===== config.mk =====
export PLATFORM = sky130hd
export DESIGN_NAME = wb_tlc_cpl_enc
export DESIGN_NICKNAME = d
export VERILOG_FILES = /design/src/rtl/wb_tlc_pkg.sv /design/src/rtl/wb_tlc_dw_align.sv /design/src/rtl/wb_tlc_cpl_enc.sv
export SDC_FILE = /design/constraint.sdc
export NUM_CORES = 1
export LEC_CHECK = 0
export ABC_AREA = 1
export BUFFER_PORTS_ARGS = -buffer_cell sky130_fd_sc_hd__buf_2
export CORE_ASPECT_RATIO = 2
export CORE_MARGIN = 8
export CORE_UTILIZATION = 53
export CTS_CLUSTER_DIAMETER = 60
export DETAILED_ROUTE_END_ITERATION = 12
export GPL_ROUTABILITY_DRIVEN = 0
export GPL_TIMING_DRIVEN = 0
export PLACE_DENSITY = 0.77
export SETUP_SLACK_MARGIN = 0.02
export SLEW_MARGIN = 20
export SYNTH_ARGS = -nofsm -noshare
export SYNTH_HDL_FRONTEND = slang
export SYNTH_SLANG_ARGS = --single-unit

===== constraint.sdc =====
create_clock -name clk_125 -period 1.6 [get_ports clk_125]
set_input_delay 0.16 -clock clk_125 [delete_from_list [all_inputs] [get_ports clk_125]]
set_output_delay 0.16 -clock clk_125 [all_outputs]
set_load 0.02 [all_outputs]

===== src/rtl/wb_tlc_pkg.sv =====
// Shared constants, state encoding and header helpers for the Wishbone TLP completion encoder.
package wb_tlc_pkg;

  localparam logic [7:0] CPLD = 8'h4A;
  localparam logic [7:0] CPL  = 8'h0A;

  localparam logic [2:0] SC = 3'b000;
  localparam logic [2:0] UR = 3'b001;

  typedef enum logic [1:0] {IDLE, REQ, HDR, DATA} state_t;

  localparam int unsigned DW0_TYPE_LSB = 24;
  localparam int unsigned DW0_TC_LSB   = 20;
  localparam int unsigned DW0_ATTR_LSB = 12;
  localparam int unsigned DW0_LEN_LSB  = 0;
  localparam int unsigned DW1_CID_LSB  = 16;
  localparam int unsigned DW1_STAT_LSB = 13;
  localparam int unsigned DW1_BC_LSB   = 0;
  localparam int unsigned DW2_RID_LSB  = 16;
  localparam int unsigned DW2_TAG_LSB  = 8;
  localparam int unsigned DW2_LA_LSB   = 0;

  typedef struct packed {
    logic [9:0]  len;
    logic [15:0] req_id;
    logic [7:0]  tag;
    logic [6:0]  lower_addr;
    logic [11:0] byte_cnt;
    logic [2:0]  tc;
    logic [1:0]  attr;
  } cpl_fields_t;

  function automatic logic [31:0] cpl_dw0(input logic [7:0] fmt_type, input logic [2:0] tc,
                                          input logic [1:0] attr, input logic [9:0] len);
    logic [31:0] dw;
    dw = '0;
    dw[DW0_TYPE_LSB +: 8] = fmt_type;
    dw[DW0_TC_LSB +: 3]   = tc;
    dw[DW0_ATTR_LSB +: 2] = attr;
    dw[DW0_LEN_LSB +: 10] = len;
    return dw;
  endfunction

  function automatic logic [31:0] cpl_dw1(input logic [15:0] cid, input logic [2:0] stat,
                                          input logic [11:0] bc);
    logic [31:0] dw;
    dw = '0;
    dw[DW1_CID_LSB +: 16] = cid;
    dw[DW1_STAT_LSB +: 3] = stat;
    dw[DW1_BC_LSB +: 12]  = bc;
    return dw;
  endfunction

  function automatic logic [31:0] cpl_dw2(input logic [15:0] rid, input logic [7:0] tag,
                                          input logic [6:0] la);
    logic [31:0] dw;
    dw = '0;
    dw[DW2_RID_LSB +: 16] = rid;
    dw[DW2_TAG_LSB +: 8]  = tag;
    dw[DW2_LA_LSB +: 7]   = la;
    return dw;
  endfunction

endpackage


===== src/rtl/wb_tlc_dw_align.sv =====
// One-DW realignment: holds the lower DW of the previous FIFO word and pairs it with the current upper DW.
module wb_tlc_dw_align #(
  parameter int unsigned c_DATA_WIDTH = 64
) (
  input  logic                    clk_125,
  input  logic                    rst,
  input  logic                    load,
  input  logic                    clr,
  input  logic                    first,
  input  logic [c_DATA_WIDTH/2-1:0] hdr_dw,
  input  logic [c_DATA_WIDTH-1:0] cur,
  output logic [c_DATA_WIDTH-1:0] beat_c
);

  localparam int unsigned HALF = c_DATA_WIDTH / 2;

  logic [HALF-1:0] hold;

  always_ff @(posedge clk_125) begin
    if (rst || clr) hold <= '0;
    else if (load)  hold <= cur[HALF-1:0];
  end

  // First data beat carries the last header DW in front of the payload.
  assign beat_c = first ? {hdr_dw, cur[c_DATA_WIDTH-1:HALF]} : {hold, cur[c_DATA_WIDTH-1:HALF]};

endmodule


===== src/rtl/wb_tlc_cpl_enc.sv =====
// Builds a 3DW CplD (or data-less UR Cpl) TLP on the 64-bit transmit interface from one read-completion request.
module wb_tlc_cpl_enc
  import wb_tlc_pkg::*;
#(
  parameter int unsigned c_DATA_WIDTH = 64,
  parameter int unsigned c_MAX_LEN_DW = 32
) (
  input  logic                    clk_125,
  input  logic                    rst,
  input  logic                    cpl_req,
  input  logic [9:0]              cpl_len,
  input  logic [15:0]             cpl_req_id,
  input  logic [7:0]              cpl_tag,
  input  logic [6:0]              cpl_lower_addr,
  input  logic [11:0]             cpl_byte_cnt,
  input  logic [2:0]              cpl_tc,
  input  logic [1:0]              cpl_attr,
  input  logic [15:0]             comp_id,
  output logic                    cpl_busy,
  output logic                    cpl_ack,
  output logic                    cpl_err,
  input  logic [c_DATA_WIDTH-1:0] rd_data,
  output logic                    rd_en,
  output logic                    tx_req,
  input  logic                    tx_rdy,
  output logic [c_DATA_WIDTH-1:0] tx_data,
  output logic                    tx_st,
  output logic                    tx_end,
  output logic                    tx_dwen
);

  localparam int unsigned HALF = c_DATA_WIDTH / 2;

  state_t      state;
  cpl_fields_t f;
  logic        ur_q;
  logic [5:0]  nbeats, npops, beat_cnt, pop_cnt;

  logic                    illegal_c, emit_c, last_c;
  logic [9:0]              beats_c, pops_c;
  logic [HALF-1:0]         dw2_c;
  logic [c_DATA_WIDTH-1:0] beat0_c, beat_c;

  assign illegal_c = (cpl_len == 10'd0) || (cpl_len > 10'(c_MAX_LEN_DW));
  assign beats_c   = (cpl_len + 10'd4) >> 1;
  assign pops_c    = (cpl_len + 10'd1) >> 1;

  // UR completions carry no data, fixed byte count and a zero lower address.
  assign beat0_c = {cpl_dw0(ur_q ? CPL : CPLD, f.tc, f.attr, ur_q ? 10'd0 : f.len),
                    cpl_dw1(comp_id, ur_q ? UR : SC, ur_q ? 12'd4 : f.byte_cnt)};
  assign dw2_c   = cpl_dw2(f.req_id, f.tag, ur_q ? 7'd0 : f.lower_addr);

  assign emit_c = ((state == HDR) || (state == DATA)) && !tx_end;
  assign last_c = (beat_cnt == nbeats - 6'd1);

  wb_tlc_dw_align #(.c_DATA_WIDTH(c_DATA_WIDTH)) u_align (
    .clk_125 (clk_125),
    .rst     (rst),
    .load    (emit_c),
    .clr     (state == IDLE),
    .first   (state == HDR),
    .hdr_dw  (dw2_c),
    .cur     (rd_data),
    .beat_c  (beat_c)
  );

  always_ff @(posedge clk_125) begin
    if (rst) begin
      state    <= IDLE;
      f        <= '0;
      ur_q     <= 1'b0;
      nbeats   <= '0;
      npops    <= '0;
      beat_cnt <= '0;
      pop_cnt  <= '0;
      cpl_busy <= 1'b0;
      cpl_ack  <= 1'b0;
      cpl_err  <= 1'b0;
      rd_en    <= 1'b0;
      tx_req   <= 1'b0;
      tx_data  <= '0;
      tx_st    <= 1'b0;
      tx_end   <= 1'b0;
      tx_dwen  <= 1'b0;
    end else begin
      cpl_ack <= 1'b0;
      cpl_err <= 1'b0;
      case (state)
        IDLE: begin
          if (cpl_req) begin
            f.len        <= cpl_len;
            f.req_id     <= cpl_req_id;
            f.tag        <= cpl_tag;
            f.lower_addr <= cpl_lower_addr;
            f.byte_cnt   <= cpl_byte_cnt;
            f.tc         <= cpl_tc;
            f.attr       <= cpl_attr;
            ur_q         <= illegal_c;
            nbeats       <= illegal_c ? 6'd2 : 6'(beats_c);
            npops        <= illegal_c ? 6'd0 : 6'(pops_c);
            cpl_err      <= illegal_c;
            cpl_busy     <= 1'b1;
            tx_req       <= 1'b1;
            state        <= REQ;
          end
        end
        REQ: begin
          if (tx_rdy) begin
            tx_req   <= 1'b0;
            tx_st    <= 1'b1;
            tx_data  <= beat0_c;
            beat_cnt <= 6'd1;
            // The pop is issued one cycle ahead of the beat that consumes the word.
            rd_en    <= (npops != 6'd0);
            pop_cnt  <= (npops != 6'd0) ? 6'd1 : 6'd0;
            state    <= HDR;
          end
        end
        HDR, DATA: begin
          tx_st <= 1'b0;
          if (tx_end) begin
            tx_end   <= 1'b0;
            tx_dwen  <= 1'b0;
            tx_data  <= '0;
            rd_en    <= 1'b0;
            cpl_busy <= 1'b0;
            state    <= IDLE;
          end else begin
            tx_data  <= ur_q ? {dw2_c, HALF'(0)} : beat_c;
            beat_cnt <= beat_cnt + 6'd1;
            if (last_c) begin
              tx_end  <= 1'b1;
              cpl_ack <= 1'b1;
              tx_dwen <= ur_q | ~f.len[0];
            end
            if (pop_cnt < npops) begin
              rd_en   <= 1'b1;
              pop_cnt <= pop_cnt + 6'd1;
            end else begin
              rd_en   <= 1'b0;
            end
            state <= DATA;
          end
        end
        default: state <= IDLE;
      endcase
    end
  end

endmodule


==> impl_metrics.yaml, run 1 <==
outcome:
  status: "finished, violations left"
  violations: "negative hold slack"
cells_and_area:
  drive_above_1_share: 0.268
  nets: 1465
  final_common_cell: "buf_2"
  final_cell_mix: "buf_2, dfxtp_1, nor2_1, nand2_1, o21ai_0"
  area_growth_pct: 31.0
sta:
  rsz0062_at_grt: "true"
  max_freq_ghz: 0.667
  worst_pin_slew_ns: 0.840
  fin_crit_ns: 1.50
  fin_worst_skew_ns: 0.0140
  whs_ns: -0.00242
  setup_tns_ns: 0
  relSlewSlack: 0.440
  report.final.slew_viol_count: 0
  setup_viol: 0
  post-route-period-util: 0.938
  hold_violations: 1
critical_path:
  crit_end: "tx_data[39]$_SDFFE_PP0P_"
  arrival_ns: 1.86
  worstRegToRegCells: 7
  critPathRequiredTime_ns: 1.96
  crit_path_end_kind: "register"
  r2r-end: "tx_data[39]$_SDFFE_PP0P_"
  r2r_setup_slack_ns: 0.1
  crit_fanout: 10
  crit_start: "tx_end$_SDFFE_PP0N_"
  r2r_start: "tx_end$_SDFFE_PP0N_"
  worstSetupPathType: "register to register"
  startpoint_type: "register"
global_route:
  grt_pass1_vias: 8406
  gr-total-overflow: 0
  grt_max_degree: 18
  grtUsageTotal: 0.273
  grt_pass1_wl_um: 41700
  antenna_found_initial: 2
cts:
  clk_latency_ns: 0.44
  cts_buffers: 17
  cts-htree-levels: 4
  cts_root_buf: "clkbuf_16"
  cts_tree: "yes"
  clk_pin_slew_ns: 0.08
  clockBufferDepth: 2
  cts_num_sinks: 189
floorplan:
  coreArea_um2: 15100
  dieArea_um2: 19600
  start_util: 0.535
  io_pins: 214
  dieWidth_um: 103
  rows: 64
  dieHeight_um: 190
power:
  p_leak_nw: 4.71
  finalPower_w: 0.0118
  p_switching_w: 0.00362
  pwr-share-comb: 0.191
  sw_frac_of_total: 0.306
  power_density_nw_per_um2: 1120
  pwr-share-seq: 0.447
  peakVddDrop_v: 0.000886
  p_int_w: 0.00820
  p_clk_frac: 0.361
yosys:
  synthArstFlopShare: 0
  ys_seq_elements: 189
  synth.yosys.warnings: 0
  syn_avg_cell_area_um2: 7.81
  synth_edf_count: 0
  yosysSeqAreaShare: 0.470
  ys_types: 38
  synth_nets: 1184
  ys.flop_type: "dfxtp_1"
  syn_area_um2: 8050
  syn_inst: 1030
routing:
  avgRoutedWirePerCell_um: 17.4
  wirelength_um: 26500
  drc: 0
  dr.first_iter.drc_count: 553
  num_vias: 8314
  drtAntennaViolNets: 0
  vias_per_cell: 5.46
  firstDrtPassIters: 5
flow_run:
  cap_violations: 0
placed_design:
  port_buffers: 212
  dpl.hpwl_um: 18900
worst_hold_path:
  hp-class: "input pin to register"
[worst max-delay path: stages, from the launching register on]
cell and delay [ns]:
dfxtp_2 0.35, inv_1 0.09, nand2_1 0.11, buf_6 0.18, nor2_4 0.12, buf_2 0.27
nand3_1 0.13, a21oi_1 0.17
[synth_stat cells, types with 5 or more instances]
library cell	instances	area share
nand3_1	39	0.024
o211ai_2	13	0.020
buf_6	6	0.0084
nor2_1	149	0.069
a21oi_2	13	0.014
a22oi_1	28	0.026
buf_2	21	0.013
a31oi_1	5	0.0039
clkbuf_1	31	0.014
inv_1	71	0.033
nand2_1	142	0.066
xor2_1	8	0.0087
o211ai_1	5	0.0047
ha_1	12	0.019
dfxtp_1	189	0.47
a211oi_1	23	0.021
nor3_1	5	0.0031
buf_4	5	0.0047
o21ai_0	132	0.082
a21oi_1	98	0.061
[flip-flops by register name, indices dropped and copies added, names as in the netlist, 5 cells and up]
| signal | cells |
|---|---|
| pop_cnt | 6 |
| nbeats | 6 |
| tx_data | 64 |
| f | 29 |
| u_align.hold | 32 |
| npops | 6 |
| dw2_c | 24 |
| beat_cnt | 6 |
| beat0_c | 5 |
[kinds of logic (layout without fill, tap and decap cells)]
group                      after synthesis  in the layout  share of synthesized area
buffers and inverters                  146            440                     0.0807
other                                    0              2                          0
and+or+nand+nor                        351            351                      0.181
adders and majority gates               12             12                     0.0187
AOI/OAI and AO/OA                      321            321                      0.237
DFF                                    189            189                      0.470
xor gates and xnor gates                11             11                     0.0120
[layer usage]
metal / track usage / part of all wire
met4: 0.141 / 0.039
met2: 0.454 / 0.50
met3: 0.0614 / 0.077
met5: 0 / 0
met1: 0.315 / 0.39
[power by group through the flow]
stage	registers, W	clock network, W	logic, W
final	0.00529	0.00427	0.00226
after global routing	0.00533	0.00448	0.00248
after CTS	0.00528	0.00426	0.00221
after detailed placement	0.00538	0	0.00209
after floorplan	0.00555	0	0.00112
after global placement	0.00538	0	0.00206
[final cells by class]
cell class	instances	area (µm²)
clock inverters	12	124
diodes	2	5.00
repair buffers	262	1550
fillers	1230	4510
multi-input cells	695	3670
plain buffers	68	384
flip-flops and latches	189	3790
clock buffers	20	467
well taps	198	248
inverters	78	305
[stage by stage]
| stage | area, µm² | std cells | utilization | hold WS, ns | setup WS [ns] |
|---|---|---|---|---|---|
| global placement | 9360 | 1440 | 0.622 | 0.409 | -0.0750 |
| finish | 10500 | 1524 | 0.700 | -0.00242 | 0.0998 |
| detailed placement | 9360 | 1440 | 0.622 | 0.416 | -0.0962 |
| CTS | 10400 | 1521 | 0.694 | 0.000793 | 0.0221 |
| floorplan | 8050 | 1030 | - | 0.267 | 0.192 |
| global route | 10500 | 1524 | 0.700 | 0.00879 | -0.00485 |
[worst min-delay path by stage]
stage                      start                        to  cells past startpoint
6_report              cpl_tag[4]    dw2_c[12]$_SDFFE_PP0P_                      3
5_1_grt         cpl_byte_cnt[10]        f[15]$_SDFFE_PP0P_                      3
4_1_cts              rd_data[50]  tx_data[18]$_SDFFE_PP0P_                      3
3_5_place_dp   cpl_lower_addr[0]        f[17]$_SDFFE_PP0P_                      3
3_3_place_gp     cpl_byte_cnt[9]        f[14]$_SDFFE_PP0P_                      3
2_1_floorplan         cpl_len[2]    nbeats[1]$_SDFFE_PP0P_                      1
[repair_timing]
action	CTS	global route
hold buffers	46	0
pin swaps	0	4
setup buffers	3	1
endpoints found under the setup margin	82	152
gates cloned	0	0
gates resized for setup	7	52
endpoints found under the hold margin	46	0
No activity file was read; power rests on OpenSTA's default activity.
==> run 2, diff against run 1 <==
--- a/config.mk
+++ b/config.mk
@@ -14,6 +14,7 @@
 export DETAILED_ROUTE_END_ITERATION = 12
 export GPL_ROUTABILITY_DRIVEN = 0
 export GPL_TIMING_DRIVEN = 0
+export HOLD_SLACK_MARGIN = 0.06
 export PLACE_DENSITY = 0.77
 export SETUP_SLACK_MARGIN = 0.02
 export SLEW_MARGIN = 20
==> impl_metrics.yaml, run 2 (synthesis gave the netlist of run 1 again) <==
placed_design:
  placed_area_um2: 9360
  place_inst: 1440
  port_buffers: 212
  dpl.hpwl_um: 18900
power:
  power_density_nw_per_um2: 1060
  peakVddDrop_v: 0.000868
  finalPower_w: 0.0122
  p_leak_nw: 5.09
cells_and_area:
  largest_reg_flops: 64
  nets: 1558
  area_growth_pct: 42.9
  fin_cells: 1620
  final_cell_area_um2: 11500
  reg_top3: "tx_data: 64 flops, u_align.hold: 32 flops, f: 29 flops"
  final_cell_mix: "buf_2, dfxtp_1, nor2_1, nand2_1, dlygate4sd3_1"
  final_common_cell: "buf_2"
  drive_above_1_share: 0.255
  top_register: "tx_data"
  fillCellCount: 1025
routing:
  vias_per_cell: 5.76
  drtAntennaViolNets: 0
  firstDrtPassIters: 5
  wirelength_um: 31400
  num_vias: 9328
  dr.first_iter.drc_count: 754
  avgRoutedWirePerCell_um: 19.4
  drc: 0
floorplan:
  start_util: 0.535
  dieHeight_um: 190
  io_pins: 214
  dieWidth_um: 103
  dieArea_um2: 19600
  coreArea_um2: 15100
  rows: 64
sta:
  max_freq_ghz: 0.585
  rsz0062_at_grt: "true"
  report.final.slew_viol_count: 0
  post-route-period-util: 1.07
  relSlewSlack: 0.430
  postLayoutSetupSlackWorst_ns: -0.108
  setup_viol: 3
  fin_crit_ns: 1.71
  worst_pin_slew_ns: 0.856
  fin_worst_skew_ns: 0.0127
  whs_ns: 0.0673
  hold_violations: 0
cts:
  clk_pin_slew_ns: 0.08
  cts-htree-levels: 4
  cts_root_buf: "clkbuf_16"
  cts_tree: "yes"
  clk_latency_ns: 0.44
  cts_num_sinks: 189
  clockBufferDepth: 2
  cts_buffers: 17
critical_path:
  crit_fanout: 10
  r2r_start: "ur_q$_SDFFE_PP0P_"
  critPathRequiredTime_ns: 1.91
  arrival_ns: 2.01
  critPathMaxStageDelay_ns: 0.55
  crit_path_end_kind: "register"
  critPathSlowestCell: "dfxtp_1"
  worstSetupPathType: "register to register"
  startpoint_type: "register"
  r2r-end: "tx_data[7]$_SDFFE_PP0P_"
  crit_start: "ur_q$_SDFFE_PP0P_"
  crit_path_cell_trace: "nor2_1, clkbuf_2, a22oi_1, a21oi_1"
  worstRegToRegCells: 4
  r2r_setup_slack_ns: -0.11
  crit_end: "tx_data[7]$_SDFFE_PP0P_"
global_route:
  gr-total-overflow: 0
  grtUsageTotal: 0.315
  grt_pass1_wl_um: 48100
  grt_max_degree: 18
  grt_pass1_vias: 9467
  antenna_found_initial: 5
outcome:
  status: "finished, violations left"
  violations: "negative setup slack"
worst_hold_path:
  hp-class: "input pin to register"
flow_run:
  cap_violations: 0
run 2: what timing repair did:
action                                  4_1_cts  5_1_grt
hold buffers                                135        2
pin swaps                                     0        3
cloned                                        0        0
endpoints found under the hold margin       120        2
buffers inserted                              3        3
gates resized for setup                       7       67
endpoints found under the setup margin       82      152
run 2: worst min-delay path by stage:
stage	cells past startpoint	slack, ns	startpoint	end
CTS	2	0.06	rst	ur_q$_SDFFE_PP0P_
global route	3	0.07	tx_rdy	state[0]$_SDFFE_PP0P_
finish	3	0.07	tx_rdy	state[0]$_SDFFE_PP0P_
detailed placement	3	0.42	cpl_lower_addr[0]	f[17]$_SDFFE_PP0P_
global placement	3	0.41	cpl_byte_cnt[9]	f[14]$_SDFFE_PP0P_
floorplan	1	0.27	cpl_len[2]	nbeats[1]$_SDFFE_PP0P_
run 2: per-layer routing:
metal / up-vias / GRT usage / part of all wire
li1: 4205 / - / -
met1: 4331 / 0.356 / 0.36
met2: 640 / 0.521 / 0.49
met3: 152 / 0.0713 / 0.096
met4: 0 / 0.190 / 0.059
met5: - / 0 / 0
run 2: through the flow:
| stage | utilization | worst slack, ns | TNS [ns] |
|---|---|---|---|
| after floorplan | - | 0.192 | 0 |
| after global placement | 0.622 | -0.0750 | -1.22 |
| after detailed placement | 0.622 | -0.0962 | -1.92 |
| after CTS | 0.753 | 0.0221 | 0 |
| after global routing | 0.764 | -0.125 | -0.291 |
| final | 0.764 | -0.108 | -0.150 |
run 2: area by class of cell:
cell class | instances | area [µm²] | area share
multi-input combinational | 695 | 3690 | 0.321
buffer | 68 | 388 | 0.0337
sequential | 189 | 3790 | 0.330
inverter | 78 | 305 | 0.0265
tap | 198 | 248 | 0.0215
clock inverter | 12 | 124 | 0.0108
timing repair buffer | 355 | 2480 | 0.215
clock buffer | 20 | 467 | 0.0406
antenna | 5 | 12.5 | 0.00109
run 2: power by group:
group	internal [W]	switching [W]
sequential	0.00507	0.000249
clock	0.00231	0.00196
combinational	0.000979	0.00160
total	0.00836	0.00381
run 2: worst max-delay path: cells and delay by family, from the launching register on:
kind | cells | cell delay (ns)
compound gates | 2 | 0.56
buf+inv | 1 | 0.28
flops | 1 | 0.55
simple gates | 1 | 0.19
